`config.mk`:
```
export PLATFORM = sky130hd
export DESIGN_NAME = gate_counter
export DESIGN_NICKNAME = d
export VERILOG_FILES = /design/src/rtl/dfm_pkg.sv /design/src/rtl/sig_edge_sync.sv /design/src/rtl/gate_counter.sv
export SDC_FILE = /design/constraint.sdc
export NUM_CORES = 1
export LEC_CHECK = 0
export BUFFER_PORTS_ARGS = -buffer_cell sky130_fd_sc_hd__buf_4
export CAP_MARGIN = 10
export CORE_MARGIN = 2
export CORE_UTILIZATION = 33
export DETAILED_ROUTE_END_ITERATION = 10
export PLACE_DENSITY = 0.59
export SLEW_MARGIN = 20
export SYNTH_ARGS = -nofsm -noshare
export SYNTH_HDL_FRONTEND = slang
export SYNTH_SLANG_ARGS = --single-unit
```
`constraint.sdc`:
```
create_clock -name clk_i -period 2.8 [get_ports clk_i]
set_clock_uncertainty 0.15 [all_clocks]
set_input_delay 0.28 -clock clk_i [delete_from_list [all_inputs] [get_ports clk_i]]
set_output_delay 0.28 -clock clk_i [all_outputs]
set_load 0.03 [all_outputs]
```
`src/rtl/dfm_pkg.sv`:
```
// Shared definitions for the frequency measurement channels.
package dfm_pkg;

  // Measurement FSM states of one gate_counter channel.
  typedef enum logic [1:0] {
    IDLE = 2'd0,
    ARM  = 2'd1,
    GATE = 2'd2,
    DONE = 2'd3
  } gc_state_t;

  // Default width of the reference and signal counters.
  localparam int CNT_WIDTH_DEF = 32;

  // Result written when no usable signal edge was seen: ref half all ones, sig half zero.
  localparam logic [2*CNT_WIDTH_DEF-1:0] NO_SIGNAL_WORD =
    {{CNT_WIDTH_DEF{1'b1}}, {CNT_WIDTH_DEF{1'b0}}};

endpackage

```
`src/rtl/sig_edge_sync.sv`:
```
// Brings the asynchronous signal under test into the clk_i domain and flags its rising edges.
module sig_edge_sync #(
  parameter int unsigned SYNC_STAGES = 2
) (
  input  logic clk_i,
  input  logic rst_n_i,
  input  logic sig_i,
  output logic sig_rise_o
);

  logic [SYNC_STAGES-1:0] sync_q;
  logic [SYNC_STAGES-1:0] sync_d;
  logic                   prev_q;

  // Shift the raw input in at the low end; the top bit is the synchronized value.
  assign sync_d = SYNC_STAGES'({sync_q, sig_i});

  // Synchronizer chain plus one extra flop holding the previous synchronized value.
  always_ff @(posedge clk_i or negedge rst_n_i) begin
    if (!rst_n_i) begin
      sync_q <= '0;
      prev_q <= 1'b0;
    end else begin
      sync_q <= sync_d;
      prev_q <= sync_q[SYNC_STAGES-1];
    end
  end

  assign sig_rise_o = sync_q[SYNC_STAGES-1] & ~prev_q;

endmodule

```
`src/rtl/gate_counter.sv`:
```
// Equal-precision frequency measurement: counts clk_i cycles and signal edges over a
// gate that opens and closes on signal rising edges, then emits one result word.
module gate_counter
  import dfm_pkg::*;
#(
  parameter int unsigned CNT_WIDTH      = CNT_WIDTH_DEF,
  parameter int unsigned GATE_CYCLES    = 50_000_000,
  parameter int unsigned TIMEOUT_CYCLES = 100_000_000,
  parameter int unsigned SYNC_STAGES    = 2
) (
  input  logic                   clk_i,
  input  logic                   rst_n_i,
  input  logic                   sig_clk_i,
  input  logic                   gate_en_i,
  output logic                   reg_wr_en_o,
  output logic [2*CNT_WIDTH-1:0] reg_wr_data_o,
  output logic                   gate_sync_o
);

  localparam int unsigned TmrW = $clog2(TIMEOUT_CYCLES + 1);
  localparam logic [TmrW-1:0] GateLen    = TmrW'(GATE_CYCLES);
  localparam logic [TmrW-1:0] TimeoutLen = TmrW'(TIMEOUT_CYCLES);
  localparam logic [2*CNT_WIDTH-1:0] NoSignal =
    {{CNT_WIDTH{NO_SIGNAL_WORD[2*CNT_WIDTH_DEF-1]}}, {CNT_WIDTH{NO_SIGNAL_WORD[0]}}};

  gc_state_t              state_q, state_d;
  logic [CNT_WIDTH-1:0]   ref_q, ref_d, ref_inc;
  logic [CNT_WIDTH-1:0]   sig_q, sig_d, sig_inc;
  logic [TmrW-1:0]        timer_q, timer_d, timer_inc;
  logic [2*CNT_WIDTH-1:0] data_q, data_d;
  logic                   sig_rise;

  sig_edge_sync #(
    .SYNC_STAGES (SYNC_STAGES)
  ) u_sync (
    .clk_i      (clk_i),
    .rst_n_i    (rst_n_i),
    .sig_i      (sig_clk_i),
    .sig_rise_o (sig_rise)
  );

  // Saturating increments; in GATE timer_inc equals the cycles elapsed since the opening edge.
  assign ref_inc   = (ref_q == '1) ? ref_q : ref_q + 1'b1;
  assign sig_inc   = (sig_q == '1) ? sig_q : sig_q + 1'b1;
  assign timer_inc = (timer_q >= TimeoutLen) ? TimeoutLen : timer_q + 1'b1;

  // Next-state logic: abort beats everything, a closing edge beats the timeout.
  always_comb begin
    state_d = state_q;
    ref_d   = ref_q;
    sig_d   = sig_q;
    timer_d = timer_q;
    data_d  = data_q;
    case (state_q)
      IDLE: begin
        if (gate_en_i) begin
          state_d = ARM;
          timer_d = '0;
        end
      end
      ARM: begin
        if (!gate_en_i) begin
          state_d = IDLE;
        end else if (sig_rise) begin
          state_d = GATE;
          ref_d   = '0;
          sig_d   = '0;
          timer_d = '0;
        end else if (timer_q >= TimeoutLen) begin
          state_d = DONE;
          data_d  = NoSignal;
        end else begin
          timer_d = timer_inc;
        end
      end
      GATE: begin
        if (!gate_en_i) begin
          state_d = IDLE;
        end else begin
          ref_d   = ref_inc;
          timer_d = timer_inc;
          if (sig_rise) begin
            sig_d = sig_inc;
          end
          if (sig_rise && (timer_inc >= GateLen)) begin
            state_d = DONE;
            data_d  = {ref_inc, sig_inc};
          end else if (timer_inc >= TimeoutLen) begin
            state_d = DONE;
            data_d  = NoSignal;
          end
        end
      end
      DONE: begin
        if (gate_en_i) begin
          state_d = ARM;
          timer_d = '0;
        end else begin
          state_d = IDLE;
        end
      end
      default: state_d = IDLE;
    endcase
  end

  // State, counters, timer and the held result word.
  always_ff @(posedge clk_i or negedge rst_n_i) begin
    if (!rst_n_i) begin
      state_q <= IDLE;
      ref_q   <= '0;
      sig_q   <= '0;
      timer_q <= '0;
      data_q  <= '0;
    end else begin
      state_q <= state_d;
      ref_q   <= ref_d;
      sig_q   <= sig_d;
      timer_q <= timer_d;
      data_q  <= data_d;
    end
  end

  assign reg_wr_en_o   = (state_q == DONE);
  assign gate_sync_o   = (state_q == GATE);
  assign reg_wr_data_o = data_q;

endmodule

```
==> impl.org, run 1 <==
** Power and ir drop
- After layout, the design draws a total of 7.76 mW.
- Power spread over the standard cell area amounts to 632 nW/um^2.
- Maximum ir drop on the vdd rail :: 0.578 mV
- Total leakage power :: 5.04 nW

** Timing
- Of the available clock period, the critical path in the final layout requires 1.09.
- Worst slew pin tran :: 615 ps
- Setup violation total in the final timing report :: 66
- Setup repair after global routing could not meet its margin everywhere.
- For this run, the top clock speed supported by timing is 328 MHz.
- The number of hold-slack violations in the final timing report is 0.
- Max Slew Vio Count :: 0
- The worst pin sits at a relative slew slack of 0.586.
- Final critical-path required period :: 3050 ps
- Worst Slack Setup Final :: -251 ps

** Synth
- For this run, the register share of the synthesized area comes to 0.442.
- Average cell area after synthesis :: 9.21 um^2
- For this run, the leading register cell type out of synthesis is sky130_fd_sc_hd__dfrtp_1.
- Cell taking the most area after synthesis :: sky130_fd_sc_hd__dfrtp_1
- Yosys synthesis warning count :: 0
- Yosys instantiated no cell more often than sky130_fd_sc_hd__dfrtp_1.
- The synthesized design contains 160 register bits.
- Commonest cells in the netlist :: sky130_fd_sc_hd__dfrtp_1, sky130_fd_sc_hd__nand2_1, sky130_fd_sc_hd__o21ai_0
- Share of the synthesized area in the top cell type :: 0.442
- Counting distinct cell types in the post-synthesis netlist gives 67.
- Post-synthesis cell area :: 9060 um^2
- Post-synth ARST share :: 1.00
- Net count of the mapped netlist :: 996
- Area contributors post-synth :: sky130_fd_sc_hd__dfrtp_1, sky130_fd_sc_hd__o21ai_0, sky130_fd_sc_hd__nand2_1
- Synthesis produced a netlist whose cell count is 983.
- Count of flip-flops with a built-in enable after synthesis :: 0

** Setup path
- Cells traversed along the worst timing path :: buf_6 -> nand3_4 -> nor3_4 -> buf_6 -> mux2i_4 -> buf_4 -> nor4_2 -> nor4b_4 -> o21ai_1 -> a32oi_2 -> buf_4 -> o21a_4 -> clkbuf_16 -> o22a_1
- At the worst endpoint, the arrival time is 3220 ps.
- CP startpoint kind :: flop
- The slowest stage of the critical path belongs to the cell sky130_fd_sc_hd__dfrtp_2.
- On the worst path, the slowest cell contributes a delay of 420 ps.
- Critical Path Fanout Max :: 6
- Worst endpoint required time :: 2960 ps
- Endpoint kind of the worst setup timing path :: flop
- Critical path class :: flop to flop

** Die
- Overall die area :: 28800 um^2
- Ports :: 70
- The floorplan has 60 rows.
- Horizontal extent of the die :: 170 um
- The core region is 27000 um^2.
- The initial utilization of the core area, before any placement, comes to 0.336.
- The die is 170 um tall.

** Run status
- Failing checks :: setup timing
- Status :: complete, but fails checks

** GRT
- Met1 track utilization from global routing :: 0.250
- The number of antenna violations at the first check in global routing came to 0.
- The first global-routing pass estimated 40.0 mm of wire.
- Entering global routing, the biggest net connects 60 pins.
- For this run, global-route usage on met3 was measured as 0.0313.
- For this run, global-route usage on met2 was measured as 0.271.
- Total overflow reported by the global router :: 0
- Global-route total usage across every layer :: 0.174
- Vias in the first global route :: 7618
- GR peak layer :: met2

** Placement
- Prior to clock tree synthesis, the placed netlist has a worst setup slack of -206 ps.
- After legalization and detailed placement, the total HPWL measured 16.7 mm.
- PortBufs :: 69
- Routability congestion estimate from global placement :: 0.874

** Clock network
- Cts bufs inserted :: 17
- Clock insertion delay at the later pin of the skew report :: 430 ps
- Clock root buffer master :: sky130_fd_sc_hd__clkbuf_16
- Clock-pin slew was measured on the worst setup and hold paths at 60 ps.
- Total number of H-tree levels :: 4
- Clock tree synthesis found a total of 160 sinks.
- TritonCTS built the clock tree.
- Buffer levels on the longest clock path :: 2

** Detailed routing
- Drt first pass iters :: 5
- Vias after detailed routing :: 8099
- The final layout contains routed wiring with a total length of 25.8 mm.
- After detailed routing, the average wire length per cell comes to 17.1 um.
- Detailed router's first-iteration violation count :: 678
- Via-to-Cell Ratio :: 5.38
- DRC viols :: 0
- Antenna-violating nets left :: 0

** Final layout
- The repair_antennas step left the layout with diodes totalling 0.
- Compared with the post-synthesis result, the final layout area differs by 35.6%.
- After the last flow step, the layout net total stands at 1167.
- Ratio of cells with drive above 1 in the final layout :: 0.305

** Job
- The tool flagged a number of max-cap violations equal to 0.

** Worst hold path
- The worst hold path belongs to the class input pin to flop.
==> worst max-delay path, delay by kind of cell, from the launching register on <==
kind,cells,cell delay (ps)
AND/OR/NAND/NOR,4,800
buffers and inverters,5,770
AO/OA/AOI/OAI,4,700
flip-flops,1,420
multiplexers,1,70
==> flip-flops by register name (all words and copies together) (netlist names) <==
signal and count:
state_q 2, u_sync.sync_q 2, sig_q 32, ref_q 32, u_sync.prev_q 1, timer_q 27, reg_wr_data_o 64
==> metal layers <==
metal / share of wire / wire length [um]
met5: 0 / 0
met4: 0.014 / 352
met3: 0.046 / 1180
met2: 0.46 / 11900
met1: 0.48 / 12400
==> cell usage in the layout, fill, tap and decap left out, drive strengths merged, types with 3 or more instances in the layout <==
cell     instances
ha               9
or2              4
mux2i           24
dfrtp          160
a21oi           34
o21ai          103
nand2b           4
a21o             4
nor4b            3
a22o            23
and3            20
or3              4
xnor2           42
a211oi           3
inv             24
nand3           35
o31ai            5
clkbuf          26
or4              3
o22a             5
nor2            86
o41ai            4
clkinv           3
o21a             4
nor3            33
a2bb2oi         27
nor4            13
nand4           29
xor2            28
a31oi            5
and4            13
buf            212
o2bb2ai         18
nand2          113
and2            14
==> per-stage QoR <==
| stage | setup TNS [ps] | util | cells | hold slack, ps | area, um^2 |
|---|---|---|---|---|---|
| finish | -11920 | 0.456 | 1506 | 117 | 12300 |
| global route | -23570 | 0.456 | 1506 | 130 | 12300 |
| CTS | -5870 | 0.431 | 1488 | 110 | 11600 |
| detailed placement | -10440 | 0.399 | 1447 | 99.0 | 10800 |
| global placement | -7140 | 0.399 | 1447 | 95.4 | 10800 |
| floorplan | 0 | - | 983 | -166 | 9100 |
==> cells by family (layout without fill, tap and decap cells) <==
family | after synthesis | after routing | share of synthesized area
and+or+nand+nor | 378 | 378 | 0.208
AOI/OAI and AO/OA | 253 | 253 | 0.197
DFF | 160 | 160 | 0.442
buffers and inverters | 88 | 270 | 0.0442
xor gates and xnor gates | 70 | 70 | 0.0677
muxes | 25 | 25 | 0.0278
adders and majority gates | 9 | 9 | 0.0124
==> area by class of cell <==
cell class / count / area [um^2]
clock buffer: 20 / 467
fill: 2519 / 14700
sequential: 160 / 4010
tap: 341 / 427
timing repair buffer: 220 / 1960
clock inverter: 10 / 125
multi-input combinational: 735 / 5220
inverter: 20 / 75.1
==> report_power, final <==
part	internal, mW	switching [mW]	leakage (nW)
Combinational	1.12	1.84	2.71
Clock	1.39	0.997	0.290
Sequential	2.36	0.0527	2.04
Total	4.87	2.89	5.04
==> path summary, 6_finish.rpt <==
kind / endpoint / depth (start not counted) / slack [ps] / from
worst max register to register: reg_wr_data_o[42] / 14 / -250 / timer_q[1]
worst min-delay path: state_q[1] / 3 / 120 / gate_en_i
worst max-delay path: reg_wr_data_o[42] / 14 / -250 / timer_q[1]
worst min register to register: u_sync.sync_q[1] / 0 / 200 / u_sync.sync_q[0]
min in group asynchronous: ref_q[18] / 2 / 190 / rst_n_i
max in group asynchronous: timer_q[2] / 3 / 1600 / rst_n_i
==> what timing repair did <==
item,CTS,global route
gates resized for setup,31,76
setup endpoints to repair,66,72
hold buffers,2,0
pin swaps,9,26
hold endpoints to repair,43,0
gates cloned,1,8
buffers inserted,8,10
(Power assumes the default switching activity.)
==> run 2: changes to the inputs <==
--- a/config.mk
+++ b/config.mk
@@ -9,9 +9,9 @@
 export CAP_MARGIN = 10
 export CORE_MARGIN = 2
 export CORE_UTILIZATION = 33
+export CTS_BUF_LIST = sky130_fd_sc_hd__clkbuf_2
 export DETAILED_ROUTE_END_ITERATION = 10
 export PLACE_DENSITY = 0.59
-export SLEW_MARGIN = 20
 export SYNTH_ARGS = -nofsm -noshare
 export SYNTH_HDL_FRONTEND = slang
 export SYNTH_SLANG_ARGS = --single-unit
==> impl.org, run 2 (same netlist as run 1, synthesis figures left out) <==
** Detailed routing
- The routed layout has 7848 vias.
- Detail-routed net length per standard cell :: 16.1 um
- Antenna-violating nets left :: 0
- Before antenna repair, the detailed router went through 5 iterations.
- Using the TritonRoute via totals, the vias-per-cell ratio works out to 5.25.
- DRC viols :: 0
- The detailed router finished its first iteration with 665 violations.
- Total length of routed wires :: 24.1 mm

** Die
- The floorplan step defined a die boundary enclosing 28800 um^2.
- Initial core utilization :: 0.336
- Number of placement rows :: 60
- Area inside the core boundary :: 27000 um^2
- Ports :: 70
- Die boundary height :: 170 um
- Horizontal extent of the die :: 170 um

** Power and ir drop
- The worst-case IR drop observed on VDD is 0.420 mV.
- The share of total power dissipated in combinational logic is 0.430.
- For this design the static power due to leakage is 4.72 nW.
- Reg power frac :: 0.373
- Of the total power, the clock network draws 0.196.
- Power dissipated by switching net loads :: 2.61 mW
- The internal power of the cells totals 3.84 mW.
- Of the total power, the share spent switching nets is 0.404.
- Power density of the placed cells :: 563 nW/um^2

** Timing
- Worst relative slew slack :: 0.586
- The smallest clock period supported by the final layout is computed as 3010 ps.
- Static timing analysis puts the maximum clock frequency at 332 MHz.
- RSZ-0062 raised after global routing :: true
- Setup violation total in the final timing report :: 66
- The final max-slew violation count was 0.
- Minimum hold slack :: 229 ps
- Share of the clock period used by the worst path :: 1.07
- Worst Slack Setup Final :: -209 ps
- Final hold vios :: 0
- Worst slew pin tran :: 616 ps

** Clock network
- Clock transition at path regs :: 250 ps
- TritonCTS built the clock tree.
- Cts bufs inserted :: 17
- The tree is rooted in a sky130_fd_sc_hd__clkbuf_2.
- The clock reaches the later pin of the worst-skew pair after 750 ps.
- Total number of H-tree levels :: 4
- Clock sink total :: 160
- The longest clock path from root to sink contains 2 buffers.

** GRT
- Number of antenna violations at the first check in global routing :: 1
- Total overflow reported by the global router :: 0
- Entering global routing, the biggest net connects 60 pins.
- Global-route total usage across every layer :: 0.171
- Vias in the first global route :: 7508
- First-pass GRT wire length :: 39.5 mm

** Final layout
- Final instance count without filler cells :: 1496
- Leading cell types in the layout, fill and taps excluded :: sky130_fd_sc_hd__buf_4, sky130_fd_sc_hd__dfrtp_1, sky130_fd_sc_hd__nand2_1
- Commonest non-fill, non-tap cell in the layout :: sky130_fd_sc_hd__buf_4
- From synthesis to final layout, the design area changed by 26.5%.
- With fillers left out, the area of the finished cells amounts to 11500 um^2.
- Number of flip-flops in the largest register :: 64
- Nets@finish :: 1156
- Of the cells placed in the final design, the portion with a size suffix greater than 1 is 0.269.

** Job
- The tool flagged a number of max-cap violations equal to 0.

** Placement
- The placed instances occupy a cell area of 10800 um^2.
- Total placed cells including tap cells :: 1447
- Once detailed placement completed, the half-perimeter wirelength came to 16.7 mm.
- Port buffering added 69 buffers.
- Routability-driven placement finished with a final weighted congestion of 0.874.

** Run status
- Failing checks :: setup timing
- The flow ran to the end, but the final reports show violations.

** Setup path
- Endpoint kind of the worst setup timing path :: flop
- Critical path class :: flop to flop
- Of all nets on the critical path, the largest fanout is 6.
- At the worst endpoint, the required time is 3280 ps.
- Arrival @ worst endpoint :: 3490 ps
- CP startpoint kind :: flop

** Worst hold path
- Kind of path behind the tightest hold check :: flop to flop
run 2: changes by cell type in the layout (fill, tap and decap cells not counted), moves of 5 or more:
| cell | before | now |
|---|---|---|
| sky130_fd_sc_hd__a2bb2oi_1 | 1 | 6 |
| sky130_fd_sc_hd__a2bb2oi_2 | 26 | 21 |
| sky130_fd_sc_hd__buf_4 | 187 | 181 |
| sky130_fd_sc_hd__clkbuf_16 | 23 | 2 |
| sky130_fd_sc_hd__clkbuf_2 | 0 | 17 |
| sky130_fd_sc_hd__o2bb2ai_1 | 1 | 16 |
| sky130_fd_sc_hd__o2bb2ai_2 | 8 | 2 |
| sky130_fd_sc_hd__o2bb2ai_4 | 9 | 0 |
run 2: power by group through the flow:
stage,clock [mW],combinational (mW),sequential (mW)
after floorplan,0,1.66,2.45
after CTS,1.32,2.51,2.40
final,1.27,2.78,2.41
after global routing,1.41,3.04,2.42
after global placement,0,2.43,2.44
after detailed placement,0,2.46,2.44
run 2: path summary, 6_finish.rpt:
path,startpoint,endpoint,slack [ps],depth (start not counted)
hold / removal,u_sync.sync_q[0],u_sync.sync_q[1],230,0
setup reg to reg,timer_q[1],reg_wr_data_o[40],-210,16
setup / recovery,timer_q[1],reg_wr_data_o[40],-210,16
hold reg to reg,u_sync.sync_q[0],u_sync.sync_q[1],230,0
max in group asynchronous,rst_n_i,ref_q[5],1660,4
min in group asynchronous,rst_n_i,ref_q[18],440,4
run 2: layout make-up:
cell class	count	area [um^2]
clock inverter	13	136
inverter	20	75.1
antenna	1	2.50
clock buffer	17	85.1
sequential	160	4010
fill	2635	15500
tap	341	427
multi-input combinational	735	4930
timing repair buffer	209	1790
run 2: what timing repair did:
| item | in CTS | in global routing |
|---|---|---|
| gates resized for setup | 20 | 42 |
| cloned | 0 | 2 |
| setup endpoints to repair | 66 | 71 |
| pin swaps | 10 | 13 |
| setup buffers | 7 | 3 |
| hold buffers | 6 | 0 |
| hold endpoints to repair | 177 | 0 |
run 2: critical path, cell delays in order (launching register included):
cell	delay, ps
sky130_fd_sc_hd__dfrtp_1	470
sky130_fd_sc_hd__buf_6	130
sky130_fd_sc_hd__buf_6	100
sky130_fd_sc_hd__nand3_4	80
sky130_fd_sc_hd__nor3_4	250
sky130_fd_sc_hd__buf_6	150
sky130_fd_sc_hd__buf_6	100
sky130_fd_sc_hd__o2111ai_2	100
sky130_fd_sc_hd__nand4_1	160
sky130_fd_sc_hd__buf_4	150
sky130_fd_sc_hd__nor4b_4	40
sky130_fd_sc_hd__o21ai_1	170
sky130_fd_sc_hd__a32oi_2	60
sky130_fd_sc_hd__buf_4	170
sky130_fd_sc_hd__o21a_4	260
sky130_fd_sc_hd__clkbuf_16	170
sky130_fd_sc_hd__o22a_1	190
run 2: per-stage QoR:
| step | total power, mW | setup WS [ps] | setup TNS [ps] | util |
|---|---|---|---|---|
| 4_1_cts | 6.23 | -153 | -6770 | 0.415 |
| 3_3_place_gp | 4.87 | -151 | -7140 | 0.399 |
| 5_1_grt | 6.88 | -308 | -17450 | 0.425 |
| 2_1_floorplan | 4.11 | 5.59 | 0 | - |
| 6_report | 6.45 | -209 | -8390 | 0.425 |
| 3_5_place_dp | 4.90 | -206 | -10440 | 0.399 |
run 2: layer usage:
layer  wire length (um)  share of wire  GRT usage
met4                325          0.014     0.0420
met3                995          0.041     0.0303
met2              10900           0.45      0.264
met5                  0              0          0
met1              11900           0.49      0.249
